--- config.mk ---
export PLATFORM = sky130hd
export DESIGN_NAME = axis_ts_prepend
export DESIGN_NICKNAME = d
export VERILOG_FILES = /design/src/rtl/axis_ts_prepend_pkg.sv /design/src/rtl/axis_skid_buf.sv /design/src/rtl/axis_ts_prepend.sv
export SDC_FILE = /design/constraint.sdc
export NUM_CORES = 1
export LEC_CHECK = 0
export CAP_MARGIN = 20
export CORE_MARGIN = 5
export CORE_UTILIZATION = 40
export DETAILED_ROUTE_END_ITERATION = 16
export GPL_TIMING_DRIVEN = 0
export PLACE_DENSITY = 0.76
export SLEW_MARGIN = 20
export SYNTH_ARGS = -nofsm -noshare
export SYNTH_HDL_FRONTEND = slang
export SYNTH_SLANG_ARGS = --single-unit
--- constraint.sdc ---
create_clock -name clk -period 1.99 [get_ports clk]
set_input_delay 0.2985 -clock clk [delete_from_list [all_inputs] [get_ports clk]]
set_output_delay 0.2985 -clock clk [all_outputs]
set_load 0.03 [all_outputs]
--- src/rtl/axis_ts_prepend_pkg.sv ---
// Shared constants and FSM encoding for the timestamp-prepend receive stage.
package axis_ts_prepend_pkg;

    localparam int unsigned TS_WIDTH  = 24;
    localparam int unsigned HDR_BYTES = TS_WIDTH / 8;

    typedef enum logic [1:0] {
        StIdle = 2'd0,
        StHdr1 = 2'd1,
        StHdr2 = 2'd2,
        StPass = 2'd3
    } state_e;

endpackage

--- src/rtl/axis_skid_buf.sv ---
// Two-entry AXI-Stream skid buffer: registered outputs, full throughput, and an
// in_ready that depends only on local state so out_ready never reaches it.
module axis_skid_buf #(
    parameter int unsigned WIDTH = 10
) (
    input  logic             clk,
    input  logic             rst_n,
    input  logic [WIDTH-1:0] in_data,
    input  logic             in_valid,
    output logic             in_ready,
    output logic [WIDTH-1:0] out_data,
    output logic             out_valid,
    input  logic             out_ready
);

    logic [WIDTH-1:0] out_data_q;
    logic [WIDTH-1:0] skid_data_q;
    logic             out_valid_q;
    logic             skid_valid_q;
    logic             in_fire;

    assign in_ready  = !skid_valid_q;
    assign in_fire   = in_valid && in_ready;
    assign out_data  = out_data_q;
    assign out_valid = out_valid_q;

    always_ff @(posedge clk or negedge rst_n) begin
        if (!rst_n) begin
            out_data_q   <= '0;
            out_valid_q  <= 1'b0;
            skid_data_q  <= '0;
            skid_valid_q <= 1'b0;
        end else if (!out_valid_q || out_ready) begin
            // Output slot frees up: drain the skid entry first to keep order.
            if (skid_valid_q) begin
                out_data_q   <= skid_data_q;
                out_valid_q  <= 1'b1;
                skid_valid_q <= 1'b0;
            end else begin
                out_valid_q <= in_fire;
                if (in_fire) begin
                    out_data_q <= in_data;
                end
            end
        end else if (in_fire) begin
            skid_data_q  <= in_data;
            skid_valid_q <= 1'b1;
        end
    end

endmodule

--- src/rtl/axis_ts_prepend.sv ---
// Prepends the 24-bit arrival timestamp (MSB first) as a 3-byte header to each
// AXI-Stream frame, then forwards the frame unchanged.
module axis_ts_prepend
    import axis_ts_prepend_pkg::*;
(
    input  logic                clk,
    input  logic                rst_n,
    input  logic [TS_WIDTH-1:0] timestamp,
    input  logic                ts_enable,
    input  logic [7:0]          s_axis_tdata,
    input  logic                s_axis_tvalid,
    output logic                s_axis_tready,
    input  logic                s_axis_tlast,
    input  logic                s_axis_tuser,
    output logic [7:0]          m_axis_tdata,
    output logic                m_axis_tvalid,
    input  logic                m_axis_tready,
    output logic                m_axis_tlast,
    output logic                m_axis_tuser
);

    state_e      state_q;
    logic [15:0] ts_lo_q;

    logic [7:0]  buf_data;
    logic        buf_last;
    logic        buf_user;
    logic        buf_valid;
    logic        buf_ready;

    always_comb begin
        buf_valid     = 1'b0;
        buf_data      = 8'h00;
        buf_last      = 1'b0;
        buf_user      = 1'b0;
        s_axis_tready = 1'b0;
        case (state_q)
            StIdle: begin
                // MSB goes out straight from the live count; the rest is latched.
                buf_valid = s_axis_tvalid && ts_enable;
                buf_data  = timestamp[23:16];
            end
            StHdr1: begin
                buf_valid = 1'b1;
                buf_data  = ts_lo_q[15:8];
            end
            StHdr2: begin
                buf_valid = 1'b1;
                buf_data  = ts_lo_q[7:0];
            end
            StPass: begin
                s_axis_tready = buf_ready;
                buf_valid     = s_axis_tvalid;
                buf_data      = s_axis_tdata;
                buf_last      = s_axis_tlast;
                buf_user      = s_axis_tuser;
            end
            default: ;
        endcase
    end

    always_ff @(posedge clk or negedge rst_n) begin
        if (!rst_n) begin
            state_q <= StIdle;
            ts_lo_q <= 16'h0000;
        end else begin
            case (state_q)
                StIdle: begin
                    if (s_axis_tvalid && buf_ready) begin
                        if (ts_enable) begin
                            ts_lo_q <= timestamp[15:0];
                            state_q <= StHdr1;
                        end else begin
                            state_q <= StPass;
                        end
                    end
                end
                StHdr1: if (buf_ready) state_q <= StHdr2;
                StHdr2: if (buf_ready) state_q <= StPass;
                StPass: if (s_axis_tvalid && buf_ready && s_axis_tlast) state_q <= StIdle;
                default: state_q <= StIdle;
            endcase
        end
    end

    axis_skid_buf #(
        .WIDTH (10)
    ) u_skid (
        .clk       (clk),
        .rst_n     (rst_n),
        .in_data   ({buf_data, buf_last, buf_user}),
        .in_valid  (buf_valid),
        .in_ready  (buf_ready),
        .out_data  ({m_axis_tdata, m_axis_tlast, m_axis_tuser}),
        .out_valid (m_axis_tvalid),
        .out_ready (m_axis_tready)
    );

endmodule

Word-level counts from Yosys, hierarchy flattened:

Index checks and enable logic that the tools add are counted.

* eq/ne operators: 7
* multiplexer cells: 16
* bitwise operators: 1
* reduce and logical (&&, ||, !) cells: 15

Operator list (count)
* case mux 8 bit (4 select lines): 1
* two-way mux 10 bit: 2
* two-way mux 2 bit: 5
* != test 2 bit (second input constant): 4
* case mux 2 bit (4 select lines): 1
* two-way mux 1 bit: 6
* == test 2 bit (second input constant): 2
* logical AND 1 bit: 4
* AND reduction 2 bit: 2
* AND reduction 4 bit: 1
* nonzero test 2 bit: 2
* case mux 1 bit (3 select lines): 1
* AND reduction 3 bit: 1
* == test 2 x 1 -> 1 bit (second input constant): 1
* logical NOT 1 bit: 2
* logical NOT 2 bit: 1
* OR reduction 2 bit: 1
* logical OR 1 bit: 1
* NOT 1 bit: 1

* bits in registers: 40
* input bits: 39
* output and inout port bits: 12

Logic depth before layout (Yosys ltp):

* depth in word-level cells: 6
* depth in mapped cells: 7

Cells and area by module:

Synthesis repeated with hierarchy kept, for this count alone.

* cells, all modules: 150
* area, all modules: 2062.0 um^2

By module, submodules not included
* axis_ts_prepend: times used 1, cells an instance 88, area each 1034.7 um^2, sequential area each 450.4 um^2
* axis_skid_buf: times used 1, cells an instance 62, area each 1027.2 um^2, sequential area each 550.5 um^2

Worst setup path after synthesis:

Ideal clock, no wire load.

* kind: register -> register
* from: register state_q[0]
* to: register u_skid.out_data_q[0] (netlist: u_skid.out_data[0])
* setup time: 125 ps
* data arrival time: 2045 ps
* data required time: 1865 ps
* slack: -179 ps
* stages on the path, launching flop included: 7
* period minus slack after synthesis: 2169 ps
* cell sequence: dfrtp_1 -> inv_1 -> ha_1 -> a2111oi_2 -> a211o_1 -> buf_4 -> mux2_2

* longest elaborated chain between the ends: 6
* elaborated cells on any way between the ends: 12

Ends and longest elaborated chain
* from (decl): line axis_ts_prepend.sv:22 `state_e state_q;`
* from (signal assigned): line axis_ts_prepend.sv:64 `state_q <= StIdle;`
* from (signal assigned): line axis_ts_prepend.sv:72 `state_q <= StHdr1;`
* from (signal assigned): line axis_ts_prepend.sv:74 `state_q <= StPass;`
* == test 2 bit / == test 2 x 1 -> 1 bit (equally long branches): line axis_ts_prepend.sv:37 `case (state_q)`
* OR reduction 2 bit (no source line)
* case mux 1 bit (3 select lines): line axis_ts_prepend.sv:37
* logical AND 1 bit: line axis_skid_buf.sv:23 `assign in_fire = in_valid && in_ready;`
* nonzero test 2 bit (no source line)
* AND reduction 2 bit (no source line)
* to (signal assigned): line axis_skid_buf.sv:36 `out_data_q <= skid_data_q;`
* to (signal assigned): line axis_skid_buf.sv:42 `out_data_q <= in_data;`
* to (decl): line axis_skid_buf.sv:16 `logic [WIDTH-1:0] out_data_q;`

Parallel ways exist; a longest one is shown, timed or not. The select of a mux whose other input is x is not followed.
A chain may end at the register's enable or synchronous reset.

Worst setup path in the final report:

* from: register state_q[1]
* to: register u_skid.skid_data_q[9]

* longest elaborated chain between the ends: 5
* elaborated cells on any way between the ends: 9

Ends and longest elaborated chain
* == test 2 bit / == test 2 x 1 -> 1 bit (equally long branches): line axis_ts_prepend.sv:37
* OR reduction 2 bit (no source line)
* case mux 1 bit (3 select lines): line axis_ts_prepend.sv:37
* logical AND 1 bit: line axis_skid_buf.sv:23
* AND reduction 2 bit (no source line)
* to (signal assigned): line axis_skid_buf.sv:46 `skid_data_q <= in_data;`
* to (decl): line axis_skid_buf.sv:17 `logic [WIDTH-1:0] skid_data_q;`

Parallel ways exist; a longest one is shown, timed or not.

==> key figures <==
Logic synthesis
  • Post-synthesis net count: 217
  • Number of library cell types mapped by synthesis: 25
  • Synth Register Bits: 40
  • Avg Inst Size Synth: 11.5 um2
  • Proportion of synthesized chip area in sequential cells: 0.502
  • Count of yosys warnings during synthesis: 0
  • Total standard cell area after synthesis: 2000 um2
  • Cells after Synth: 174

Routing
  • Via total after detailed routing: 1663
  • Antenna viol nets, final: 0
  • Length of the first detailed-routing pass in iterations: 4
  • Final wirelength: 5020 um
  • Via count normalized by instance count: 5.40
  • Count of unresolved DRC violations after routing: 0
  • Drt initial violations: 77
  • Routed length per placed instance: 16.3 um

STA
  • Post-Route Skew: 5.37 ps
  • Worst slew pin tran: 449 ps
  • Worst max-slew margin expressed relative to the limit: 0.699
  • Setup violators final: 0
  • Portion of the clock cycle consumed by the worst path in the final layout: 0.964
  • Max-slew violation count: 0
  • Final min period: 1920 ps
  • Hold Worst Slack: 476 ps
  • Maximum clock frequency: 521 MHz
  • Final-report hold violation count: 0

Clocking
  • Clock sink count: 40
  • TritonCTS clock tree: done
  • TritonCTS buffer count: 5
  • Number of buffers on the longest clock path: 2
  • Clk Latency, worst-skew pair: 290 ps
  • H-tree level count: 2
  • Clock Tree Root: clkbuf_8
  • CTS clk-pin slew, worst paths: 80 ps

Setup path
  • Largest stage delay, worst path: 420 ps
  • Critical path startpoint category: register
  • Arrival time at the worst endpoint: 2090 ps
  • Data required time of the worst path: 2160 ps
  • Combined buffer and inverter count along the critical path: 3
  • CP max stage cell: a2111oi_4
  • Largest delay contributor family on the critical path: buffers and inverters
  • Nature of the critical path endpoint: register
  • Category of the most critical setup path: register to register
  • Series of cell instances along the critical path: inv_1 -> ha_4 -> buf_4 -> a2111oi_4 -> buf_12 -> mux2_2
  • Critical-path maximum fanout: 10

Min path
  • Class of the tightest hold or removal check: input port to asynchronous set/reset pin

Floorplan
  • Height of the die: 80.6 um
  • Placeable core region: 4790 um2
  • Initial Util: 0.417
  • Die boundary width: 80.6 um
  • Total Die Area: 6500 um2
  • I/O pin count: 51
  • Number of placement rows: 25

Global routing
  • First-pass GRT wire length: 8160 um
  • Total track usage: 0.165
  • Number of global-route vias before repair: 1671
  • Remaining Overflow, GRT: 0
  • Pin count of the biggest net entering global routing: 25
  • Antenna violations before repair: 0

Power
  • PwrDens: 1680 nW/um2
  • PnR Total Power: 4.82 mW
  • Share of power burned in the clock network: 0.148
  • Peak VDD IR: 0.803 mV
  • Internal Dissipation: 2.98 mW
  • Part of the total power dissipated in sequential elements: 0.296
  • Part of the power in combinational logic: 0.556
  • Net Sw Power: 1.83 mW
  • Net switching fraction of the power: 0.381
  • Standby leakage power: 1.17 nW

Placement
  • I/O Buffers: 50
  • Post-placement cell area: 2620 um2
  • Post-DP HPWL: 3670 um
  • RD Place Congestion: 0.778

Cells and area
  • Ratio of cells with drive above 1 in the final layout: 0.261
  • Layout Cell Area excl Fill: 2870 um2
  • Total number of nets in the final design: 283
  • Core Util, Final: 0.599
  • Synth-to-Final Area Change: 43.7%
  • Ant diodes: 0

Outcome
  • Status: complete, no violations

Flow run
  • Reported max-cap violation count: 0
## power by group through the flow
stage          Clock, mW  Combinational [mW]  Sequential [mW]
6_report           0.713                2.68             1.43
5_1_grt            0.757                2.93             1.47
4_1_cts            0.725                2.51             1.41
3_5_place_dp           0                2.41             1.43
3_3_place_gp           0                2.36             1.41
2_1_floorplan          0                1.58             1.54
## area by class of cell
class	count	area, um2
fill	398	1920
buffer	8	46.3
multi-input combinational	118	978
inverter	6	23.8
sequential	40	1000
timing repair buffer	61	608
tap	67	83.8
clock inverter	1	30.0
clock buffer	7	96.3
## synth_stat cells
cell type   n  share of area
a32o_1      8          0.040
a222oi_1    8          0.040
a2111oi_4   1          0.014
inv_1       5         0.0094
a211oi_1    1         0.0038
nor2b_1    12          0.038
mux2i_1     4          0.020
buf_2       3         0.0075
mux2_2     26           0.15
clkbuf_1    6          0.011
dfrtp_1    40           0.50
nor2_1      3         0.0056
a32oi_1     1         0.0044
clkinv_1    1         0.0019
a21oi_1    19          0.048
o21ai_0    11          0.028
nand3_1     1         0.0025
or3_1       1         0.0031
ha_1        4          0.025
o21a_1      1         0.0038
nand2_1    13          0.024
buf_4       1         0.0038
a2111oi_2   1         0.0075
nand2b_1    2         0.0063
a211o_1     1         0.0044
## layout by cell type, fill, tap and decap left out, drive strengths merged, types with 5 or more instances in the layout
cell type / netlist / routed
inv: 5 / 5
a21oi: 19 / 19
nor2b: 12 / 12
a222oi: 8 / 8
clkdlybuf4s50: 0 / 48
clkbuf: 6 / 10
nand2: 13 / 13
buf: 4 / 17
dfrtp: 40 / 40
mux2: 26 / 26
a32o: 8 / 8
o21ai: 11 / 11
## repair_timing
action                                 4_1_cts  5_1_grt
endpoints found under the hold margin       16        0
hold buffers                                 1        0
setup endpoints to repair                   30       21
pin swaps                                    3        8
buffers inserted                             3        6
resized for setup                            9       11
## path summary, 6_finish.rpt
| path | slack (ps) | start | end | depth (start not counted) |
|---|---|---|---|---|
| max | 70 | state_q[1]$_DFFE_PN0P_ | u_skid.skid_data_q[9]$_DFFE_PN0P_ | 6 |
| min | 480 | rst_n | ts_lo_q[12]$_DFFE_PN0P_ | 2 |
| min in group clk | 500 | u_skid.out_data[7]$_DFFE_PN0P_ | u_skid.out_data[7]$_DFFE_PN0P_ | 1 |
| max reg2reg | 70 | state_q[1]$_DFFE_PN0P_ | u_skid.skid_data_q[9]$_DFFE_PN0P_ | 6 |
| min reg2reg | 500 | u_skid.out_data[7]$_DFFE_PN0P_ | u_skid.out_data[7]$_DFFE_PN0P_ | 1 |
| max in group asynchronous | 1060 | rst_n | u_skid.out_data[1]$_DFFE_PN0P_ | 3 |
## cells by family after synthesis
family / count (synthesis) / synth area share
simple gates: 32 / 0.0796
mux: 30 / 0.167
buf+inv: 16 / 0.0339
flops: 40 / 0.502
compound gates: 52 / 0.193
fa+ha+maj: 4 / 0.0251
## metrics by stage
step / TNS, ps / setup slack (ps) / std cells
after CTS: 0 / 9.00 / 304
after detailed placement: -8490 / -553 / 292
after global placement: -22400 / -507 / 291
after floorplan: 0 / 7.70 / 174
final: 0 / 72.3 / 308
after global routing: -19.2 / -6.88 / 308
## per-layer routing
layer	part of all wire	vias to the layer above	GRT usage
li1	-	781	-
met2	0.50	49	0.287
met3	0.053	9	0.0325
met1	0.43	824	0.205
met4	0.018	0	0.0541
met5	0	-	0
## state kept, by name, indices dropped and copies added (netlist names)
register             flops
state_q                  2
u_skid.out_valid         1
u_skid.skid_valid_q      1
u_skid.out_data         10
u_skid.skid_data_q      10
ts_lo_q                 16
(Power assumes the default switching activity.)
==> RTL change (config.mk and constraints unchanged) <==
The 4 states of `state_e` get a Gray code encoding in 2 bits.
--- a/src/rtl/axis_ts_prepend_pkg.sv
+++ b/src/rtl/axis_ts_prepend_pkg.sv
@@ -7,6 +7,6 @@
     typedef enum logic [1:0] {
-        StIdle = 2'd0,
-        StHdr1 = 2'd1,
-        StHdr2 = 2'd2,
-        StPass = 2'd3
+        StIdle = 2'b00,
+        StHdr1 = 2'b01,
+        StHdr2 = 2'b11,
+        StPass = 2'b10
     } state_e;
Function: same outputs for any inputs over 10 cycles, from zero or initial values and one cycle with rst_n low; not proved beyond that.
==> RTL change against the original RTL <==
Sequential cell count unchanged; non-clock buffer count down 8; critical path depth down 3; synthesized area down 3.4%; power down 20%; final area down 8.6%; worst setup slack better by 0.073 ns; wire length down 14%; critical path type is now reg2out; largest cell class unchanged; highest routed layer unchanged.
==> RTL change: results (changes against the original RTL) <==
[clock_network]
clock_latency_ns = 0.29  ; about the same
ctsLongestPathBuffers = 2  ; unchanged
cts_setup_buffers = 0  ; was 3
clk_pin_slew_worst_paths_ns = 0.07

[critical_path]
crit_arrival_ns = 1.55  ; was 2.09 ns
path_max_fanout = 10  ; unchanged
ff2ff_setup_slack_ns = 0.22  ; was 0.07 ns
timing.rr.start = state_q[0]  ; was state_q[1]
crit_family = buffers and inverters  ; unchanged
reg2reg_to = u_skid.skid_data_q[6]  ; was u_skid.skid_data_q[9]
startpoint = u_skid.skid_valid_q  ; was state_q[1]
crit_end = s_axis_tready  ; was u_skid.skid_data_q[9]
worst_path_largest_cell_delay_ns = 0.48  ; was 0.42 ns
slowest_stage = dfrtp_1  ; was a2111oi_4

[yosys]
synth_cell_types = 28  ; was 25
synth.area.mux_share_pct = 27.64  ; was 16.68%
synthXorXnorAreaFrac_pct = 0  ; unchanged
synthTopCellsByCount = dfrtp_1, mux2_2, mux2_4  ; was dfrtp_1, mux2_2, a21oi_1
synth_fa_ha_area_share_pct = 0  ; was 2.508%
syn_nets = 166  ; was 217
synthTopCellsByArea = dfrtp_1, mux2_2, mux4_1  ; was dfrtp_1, mux2_2, a21oi_1
ys_seq_area_share_pct = 51.91  ; was 50.16%
synth_compound_area_share_pct = 11.16  ; was 19.31%
async_flop_share_pct = 100.0  ; unchanged

[global_route]
grt_util_met1_pct = 20.73  ; was 20.50%
grt_pass1_vias = 1391  ; was 1671
grt_first_pass_wirelength_um = 7217  ; was 8162 um
grtUsageMet2_pct = 22.62  ; was 28.73%
grt_max_degree = 31  ; was 25
use_met3_pct = 4.063  ; was 3.251%
track_usage_pct = 15.12  ; was 16.54%

[power_and_ir_drop]
p_switching_mw = 1.349  ; was 1.835 mW
peakVddDrop_mv = 0.6005  ; was 0.8031 mV
p_leak_nw = 1.092  ; was 1.172 nW

[outcome]
outcome = finished, final reports clean  ; unchanged

[layout]
nets = 225  ; was 283
nFillCells = 356  ; was 398
largest_reg_flops = 16  ; unchanged
drive_gt1_share_pct = 26.74  ; was 26.14%
antenna_cells = 0  ; unchanged

[routing]
wl_met2_um = 2054  ; was 2504 um
wl_um = 4321  ; was 5020 um
dr_wl_met3_um = 304  ; was 266 um
drt_iter0_markers = 91  ; was 77
dr.pass1.iters = 4  ; unchanged
viasPerCell = 5.556  ; was 5.399
m1WireLength_um = 1882  ; was 2160 um

[sta]
finClkSkew_ns = 0.004573  ; was 0.005368 ns
slew-limit-headroom_pct = 48.11  ; was 69.89%

[min_path]
hp-class = in2async  ; unchanged

[placed_design]
place.gp.congestion = 0.7812  ; was 0.7779
dpl.hpwl_um = 3164  ; was 3670 um

==> RTL change: cell types whose count changed after synthesis, moves of 4 or more <==
cell       change
a21oi_1       -16
nand2_1       -12
o21ai_0       -11
mux2_2        -10
mux2_4        +10
nor2b_1       -10
a222oi_1       -8
a32o_1         -8
o2bb2ai_1      +8
a32oi_1        +7
mux4_1         +6
ha_1           -4
mux2i_1        -4
==> RTL change: per-stage QoR <==
stage          hold slack (ns)  instances  TNS, ns  setup slack (ns)  cell area, um^2
3_5_place_dp            0.1978        232   -2.237           -0.2218             2511
4_1_cts                 0.4084        241        0           0.02914             2614
2_1_floorplan         0.002909        127        0            0.1653             1928
3_3_place_gp            0.4692        231   -12.38           -0.2619             2496
5_1_grt                 0.4433        241        0           0.05666             2623
6_report                0.4153        241        0            0.1450             2623
==> RTL change: timing repair <==
action                                  CTS  global route
resized for setup                         5             4
hold buffers                              1             0
endpoints found under the setup margin    1            11
hold endpoints to repair                 10             0
==> RTL change: power by group through the flow <==
stage,Sequential [mW],Combinational [mW],Clock [mW]
3_5_place_dp,1.45,1.85,0
5_1_grt,1.49,2.00,0.595
6_report,1.44,1.86,0.550
3_3_place_gp,1.41,1.82,0
2_1_floorplan,1.56,1.15,0
4_1_cts,1.43,1.87,0.569
==> RTL change: layout make-up <==
| cell class | instances | area (um^2) | area share (%) |
|---|---|---|---|
| Tap cell | 54 | 67.56 | 2.576 |
| Multi-Input combinational cell | 76 | 862.1 | 32.87 |
| Buffer | 9 | 66.31 | 2.529 |
| Timing Repair Buffer | 52 | 526.8 | 20.09 |
| Inverter | 2 | 7.507 | 0.2863 |
| Clock buffer | 8 | 90.09 | 3.435 |
| Sequential cell | 40 | 1002 | 38.22 |
